File: src/rtl/adh_pkg.sv
// adh_pkg: shared constants for the ABH address-high sequencer.
// Holds mode codes, op field codes, the state enum and an op builder.
package adh_pkg;

  localparam logic [2:0] MODE_ZP     = 3'd0;
  localparam logic [2:0] MODE_STACK  = 3'd1;
  localparam logic [2:0] MODE_ABS    = 3'd2;
  localparam logic [2:0] MODE_ABSX   = 3'd3;
  localparam logic [2:0] MODE_ABSXW  = 3'd4;
  localparam logic [2:0] MODE_BRANCH = 3'd5;
  localparam logic [2:0] MODE_PCRET  = 3'd6;
  localparam logic [2:0] MODE_RSVD   = 3'd7;

  localparam logic [1:0] BASE_ZERO = 2'b00;
  localparam logic [1:0] BASE_ABH  = 2'b01;
  localparam logic [1:0] BASE_PCH  = 2'b10;
  localparam logic [1:0] BASE_DB   = 2'b11;

  localparam logic [1:0] ADD_0      = 2'b00;
  localparam logic [1:0] ADD_1      = 2'b01;
  localparam logic [1:0] ADD_CI     = 2'b10;
  localparam logic [1:0] ADD_DEC_CI = 2'b11;

  typedef enum logic [1:0] {
    IDLE  = 2'd0,
    S_A   = 2'd1,
    S_FIX = 2'd2,
    S_PC  = 2'd3
  } state_e;

  function automatic logic [3:0] mk_op(
    input logic [1:0] base,
    input logic [1:0] add
  );
    return {base, add};
  endfunction

endpackage

File: src/rtl/adh_seq.sv
// adh_seq: ABH op sequencer with page-fixup and PCH-load cycles.
// In: clk, RST, req, mode[2:0], neg, CI, rdy. Out: ack, op[3:0],
// ld_pc, inc_pc, busy, done.
module adh_seq
  import adh_pkg::*;
(
  input  logic       clk,
  input  logic       RST,
  input  logic       req,
  input  logic [2:0] mode,
  input  logic       neg,
  input  logic       CI,
  input  logic       rdy,
  output logic       ack,
  output logic [3:0] op,
  output logic       ld_pc,
  output logic       inc_pc,
  output logic       busy,
  output logic       done
);

  state_e     state_q, state_d;
  logic [2:0] mode_q;
  logic       neg_q;
  logic       carry_q, carry_d;
  logic       go;

  // Outputs only act on ready cycles and never while reset is held.
  assign go     = rdy & ~RST;
  assign busy   = (state_q != IDLE) & ~RST;
  assign inc_pc = 1'b0;

  always_ff @(posedge clk or posedge RST) begin
    if (RST) begin
      state_q <= IDLE;
      carry_q <= 1'b0;
      mode_q  <= MODE_ZP;
      neg_q   <= 1'b0;
    end else begin
      state_q <= state_d;
      carry_q <= carry_d;
      if (ack) begin
        mode_q <= mode;
        neg_q  <= neg;
      end
    end
  end

  always_comb begin
    state_d = state_q;
    carry_d = carry_q;
    if (rdy) begin
      unique case (state_q)
        IDLE: begin
          if (req) state_d = S_A;
        end
        S_A: begin
          case (mode_q)
            MODE_ABSX: begin
              carry_d = CI;
              state_d = CI ? S_FIX : IDLE;
            end
            MODE_ABSXW: begin
              carry_d = CI;
              state_d = S_FIX;
            end
            MODE_BRANCH: state_d = S_PC;
            default:     state_d = IDLE;
          endcase
        end
        S_FIX: begin
          carry_d = 1'b0;
          state_d = IDLE;
        end
        S_PC: state_d = IDLE;
      endcase
    end
    // A request accepted on a final cycle chains straight into S_A.
    if (ack) state_d = S_A;
  end

  always_comb begin
    op    = mk_op(BASE_ABH, ADD_0);
    ack   = 1'b0;
    done  = 1'b0;
    ld_pc = 1'b0;
    if (go) begin
      unique case (state_q)
        IDLE: ;
        S_A: begin
          case (mode_q)
            MODE_ZP: begin
              op   = mk_op(BASE_ZERO, ADD_0);
              done = 1'b1;
            end
            MODE_STACK: begin
              op   = mk_op(BASE_ZERO, ADD_1);
              done = 1'b1;
            end
            MODE_ABS: begin
              op   = mk_op(BASE_DB, ADD_0);
              done = 1'b1;
            end
            MODE_ABSX: begin
              op   = mk_op(BASE_DB, ADD_0);
              done = ~CI;
            end
            MODE_ABSXW: begin
              op = mk_op(BASE_DB, ADD_0);
            end
            MODE_BRANCH: begin
              op = neg_q ? mk_op(BASE_ABH, ADD_DEC_CI)
                         : mk_op(BASE_ABH, ADD_CI);
            end
            default: begin
              op   = mk_op(BASE_PCH, ADD_CI);
              done = 1'b1;
            end
          endcase
        end
        S_FIX: begin
          op   = carry_q ? mk_op(BASE_ABH, ADD_1)
                         : mk_op(BASE_ABH, ADD_0);
          done = 1'b1;
        end
        S_PC: begin
          ld_pc = 1'b1;
          done  = 1'b1;
        end
      endcase
      ack = req & ((state_q == IDLE) | done);
    end
  end

endmodule

File: config.mk
export PLATFORM = sky130hd
export DESIGN_NAME = adh_seq
export DESIGN_NICKNAME = d
export VERILOG_FILES = /design/src/rtl/adh_pkg.sv /design/src/rtl/adh_seq.sv
export SDC_FILE = /design/constraint.sdc
export NUM_CORES = 1
export LEC_CHECK = 0
export BUFFER_PORTS_ARGS = -buffer_cell sky130_fd_sc_hd__buf_2
export CORE_MARGIN = 8
export CORE_UTILIZATION = 25
export DETAILED_ROUTE_END_ITERATION = 7
export GPL_TIMING_DRIVEN = 0
export PLACE_DENSITY = 0.41
export SYNTH_ARGS = -nofsm -noshare
export SYNTH_HDL_FRONTEND = slang
export SYNTH_SLANG_ARGS = --single-unit
File: constraint.sdc
create_clock -name clk -period 2.2 [get_ports clk]
set_input_delay 0.22 -clock clk [delete_from_list [all_inputs] [get_ports clk]]
set_output_delay 0.22 -clock clk [all_outputs]
set_load 0.05 [all_outputs]
**Yosys cells after proc, flatten, opt, wreduce, memory -nomap -nowiden**

Cells that the tools add are included.

- Add/sub/neg operators: 0
- Equal/unequal tests: 10
- Muxes and demuxes: 20
- Reduce and logical (&&, ||, !) cells: 11
- Bitwise logic cells: 6
- Shifts and indexed selects: 0
- Divide/modulo/power cells: 0
- Multiply operators: 0
- Order comparisons: 0

Operators by type and width:

| kind | count |
|---|---|
| one-hot mux 4 bit (4 select lines) | 1 |
| one-hot mux 2 bit (3 select lines) | 2 |
| 2-to-1 mux 1 bit | 8 |
| 2-to-1 mux 2 bit | 4 |
| one-hot mux 4 bit (2 select lines) | 1 |
| == test 3 x 2 -> 1 bit (second input constant) | 2 |
| == test 3 bit (second input constant) | 2 |
| one-hot mux 1 bit (2 select lines) | 3 |
| nonzero test 2 bit | 3 |
| OR reduction 2 bit | 3 |
| == test 2 bit (second input constant) | 2 |
| 2-to-1 mux 4 bit | 1 |
| AND 1 bit | 3 |
| == test 3 x 1 -> 1 bit (second input constant) | 1 |
| zero test 3 bit | 1 |
| != test 3 bit (second input constant) | 1 |
| AND reduction 3 bit | 1 |
| OR reduction 3 bit | 1 |
| == test 2 x 1 -> 1 bit (second input constant) | 1 |
| zero test 2 bit | 1 |
| != test 2 bit (second input constant) | 1 |
| NOT 1 bit | 2 |
| AND reduction 2 bit | 1 |
| bitwise OR 1 bit | 1 |

- Flip-flop bits (word level): 7
- Bits in writable memories: 0
- Input bits: 9
- Memories kept: 0
- ROM bits: 0
- Logic and storage cells: 51
- Bits in latches: 0
- Output and inout port bits: 9

**Longest topological paths before layout**

- Word-level depth: 10
- Mapped depth: 6
- Gate-level depth less buffers: 6

**Worst setup path after synthesis**

OpenSTA, ideal clock, no wires.

- Path type: reg2out
- Start: reg state_q[1]
- End: out done
- Data arrival time: 3567 ps
- Data required time: 1980 ps
- Cell stages (with the launch flop): 6
- Path slack: -1587 ps
- Cell sequence: dfrtp_1 inv_1 ha_1 inv_1 a211o_2 a2111oi_0

- Cells in the longest elaborated chain, start to end: 5
- Elaborated cells on any way between the ends: 7
- Classes of those cells: eq/ne: 3; mux: 3; reduce/logical: 1

Ends and longest elaborated chain:

| element | line | source |
|---|---|---|
| start, declared | adh_seq.sv:22 | `state_e state_q, state_d;` |
| start signal, assigned | adh_seq.sv:40 | `state_q <= state_d;` |
| == test 2 bit | adh_seq.sv:88 | `unique case (state_q)` |
| OR reduction 2 bit (no source line) | - |  |
| one-hot mux 1 bit (2 select lines) * | adh_seq.sv:88 |  |
| 2-to-1 mux 1 bit * (2 in series) | adh_seq.sv:87 | `if (go) begin` |
| end, declared | adh_seq.sv:19 | `output logic done` |

Every way passes the cells marked *; elsewhere a longest branch is shown, timed or not. The select of a mux whose other input is x is not followed.

**Final worst setup path**

- Start: reg state_q[1]
- End: out ack

- Cells in the longest elaborated chain, start to end: 7
- Elaborated cells on any way between the ends: 10
- Classes of those cells: eq/ne: 3; mux: 3; bitwise: 2; reduce/logical: 2

Ends and longest elaborated chain:

| element | line | source |
|---|---|---|
| == test 2 bit | adh_seq.sv:88 |  |
| OR reduction 2 bit (no source line) | - |  |
| one-hot mux 1 bit (2 select lines) | adh_seq.sv:88 |  |
| 2-to-1 mux 1 bit | adh_seq.sv:87 |  |
| bitwise OR 1 bit * | adh_seq.sv:131 | `ack = req & ((state_q == IDLE) \| done);` |
| AND 1 bit * | adh_seq.sv:131 |  |
| 2-to-1 mux 1 bit * | adh_seq.sv:87 |  |
| end, declared | adh_seq.sv:14 | `output logic ack,` |

Marked as above.

==> results.py <==
metrics = {
    "status": {
        "outcome": "completed",
    },
    "grt": {
        "antenna_found_initial": 0,
        "grt_max_degree": 10,
        "grt_pass1_vias": 517,
        "gr-total-overflow": 0,
        "grtUsageTotal_pct": 7.56,
        "grt_pass1_wl_um": 2460,
    },
    "route": {
        "ant_nets": 0,
        "drt-initial-drc-count": 3,
        "vias_per_cell": 4.63,
        "wl_per_cell_um": 13.0,
        "wirelength_um": 1490,
        "drt_pass1_iterations": 3,
        "vias": 533,
        "drc": 0,
    },
    "place": {
        "place_area_um2": 712,
        "place.detailed.hpwl_um": 1180,
        "port_buffers": 16,
        "globalplace.congestion": 0.759,
    },
    "clocking": {
        "h-tree-depth": 1,
        "cts_max_path_buffers": 2,
        "cts_tree": "built",
        "clkTransAtPathRegs_ps": 50,
        "numCtsBuffers": 3,
        "clock_latency_ps": 250,
        "cts_root_buffer": "clkbuf_4",
        "cts.sinks": 7,
    },
    "synthesis": {
        "yosys-top-cells-area": "dfrtp_1 (30%), ha_1 (13%), mux2_2 (7.8%)",
        "synth_seq_area_share_pct": 30.3,
        "synth_warnings": 0,
        "netlist-cell-type-count": 28,
        "synth_top_cell_by_area": "dfrtp_1",
        "netlist_area_um2": 578,
        "synth_top_cell_area_share_pct": 30.3,
        "synth_area_per_cell_um2": 8.89,
        "synth_fp_nets": 80,
        "synth-seq-cells": 7,
        "synthCells": 65,
    },
    "finish": {
        "syn_to_final_growth_pct": 35.7,
        "nNetsFinal": 103,
        "layout-drive-gt1-share_pct": 40.2,
        "n_antenna_cell": 0,
        "stdcell_area_um2": 785,
        "layout_common_cells": "buf_2 (14), inv_1 (8), a21oi_1 (6)",
        "mostFrequentLayoutCell": "buf_2",
    },
    "timing": {
        "finalMaxSlewViolations": 0,
        "fin_tns_setup_ps": 0,
        "final-setup-viol-count": 0,
        "fin_hold_ws_ps": 202,
        "fin_worst_skew_ps": 3.05,
        "max_freq_mhz": 478,
        "period_share_pct": 95.2,
        "hold_viol": 0,
        "period_needed_ps": 2090,
        "rsz0062_at_grt": "false",
    },
    "floorplan": {
        "die-area_mm2": 0.00411,
        "pin_count": 18,
        "start_util_pct": 26.4,
        "die-width_um": 64.1,
        "std_cell_rows": 17,
        "coreArea_mm2": 0.00219,
        "fp.dieH_um": 64.1,
    },
    "pwr": {
        "p_per_area_mw_per_mm2": 1380,
        "p_leak_nw": 0.364,
        "vdd_ir_drop_max_mv": 0.522,
    },
    "setup_path": {
        "cp_data_required_time_ps": 1980,
        "cp.arrival_ps": 1870,
        "critical_path_class": "reg2out",
        "critPathMaxFanout": 7,
        "cp-end-kind": "output port",
        "worstSetupStartpointType": "flip-flop",
    },
    "run": {
        "maxCapViolCount": 0,
    },
    "worst_hold_path": {
        "hold_path.class": "in2reg",
    },
}
## area by class of cell
class | instances | area, um2
clock buffers | 4 | 26.3
flip-flops and latches | 7 | 178
multi-input cells | 48 | 393
inverters | 9 | 33.8
fillers | 247 | 1410
plain buffers | 1 | 7.51
well taps | 28 | 35.0
repair buffers | 18 | 111
## synth_stat cells (all sizes together)
| cell | count |
|---|---|
| ha | 6 |
| and2 | 1 |
| o2111ai | 1 |
| and3b | 1 |
| o22a | 1 |
| nor4b | 1 |
| o311ai | 1 |
| dfrtp | 7 |
| and4b | 1 |
| buf | 1 |
| or3b | 1 |
| nand3b | 1 |
| inv | 9 |
| nor3 | 1 |
| o21ai | 3 |
| o32ai | 1 |
| nand2 | 3 |
| nand3 | 3 |
| nor2b | 1 |
| or3 | 1 |
| a211o | 1 |
| conb | 1 |
| nor2 | 5 |
| and3 | 1 |
| a2111oi | 1 |
| a21oi | 7 |
| mux2 | 4 |
## logic make-up after synthesis
logic type | after synthesis | synth area share, %
fa+ha+maj | 6 | 13.0
buf+inv | 10 | 7.14
compound gates | 16 | 20.1
flops | 7 | 30.3
other cells | 1 | 0.649
simple gates | 21 | 21.0
mux | 4 | 7.79
## stage by stage
step           worst slack (ps)  power (W)  cells  utilization, %
2_1_floorplan               114   0.000776     65               -
4_1_cts                    34.4    0.00106    114            35.1
6_report                    106    0.00108    115            35.8
3_3_place_gp                120   0.000928    109            32.5
5_1_grt                    22.6    0.00118    115            35.8
3_5_place_dp                131   0.000914    109            32.5
## metal layers
metal	track usage [%]	vias up	part of all wire, %
met5	0	-	0
met4	5.01	0	1.9
met3	2.96	4	5.7
met2	10.9	10	44
met1	9.05	244	48
li1	-	275	-
## sequential cells by signal (all words and copies together), names as in the netlist
signal	flops
state_q	2
carry_q	1
neg_q	1
mode_q	3
## power breakdown
part | switching, W | internal (W)
Combinational | 0.000408 | 0.000280
Clock | 0.0000447 | 0.0000690
Sequential | 0.0000806 | 0.000200
Total | 0.000533 | 0.000548
## path summary, 6_finish.rpt
kind	start	slack (ps)	cells past startpoint	end
worst max-delay path	state_q[1]	110	6	ack
worst min-delay path	mode[0]	200	2	mode_q[0]
worst max register to register	state_q[1]	350	6	mode_q[2]
worst min register to register	neg_q	520	1	neg_q
max in group asynchronous	RST	1440	3	mode_q[1]
min in group asynchronous	RST	530	3	mode_q[0]
## critical path, cell delays in order (launching register included)
cell	delay, ps
dfrtp_1	400
inv_2	100
ha_4	160
inv_1	100
a211o_2	330
a21oi_4	290
buf_4	260
## what timing repair did
item                                    4_1_cts  5_1_grt
endpoints found under the setup margin        2        3
endpoints found under the hold margin         7        0
gates resized for setup                       5        3
hold buffers                                  1        0
buffers inserted                              0        1
gates cloned                                  0        0
pin swaps                                     0        1
Power figures use the tool's default switching activity.
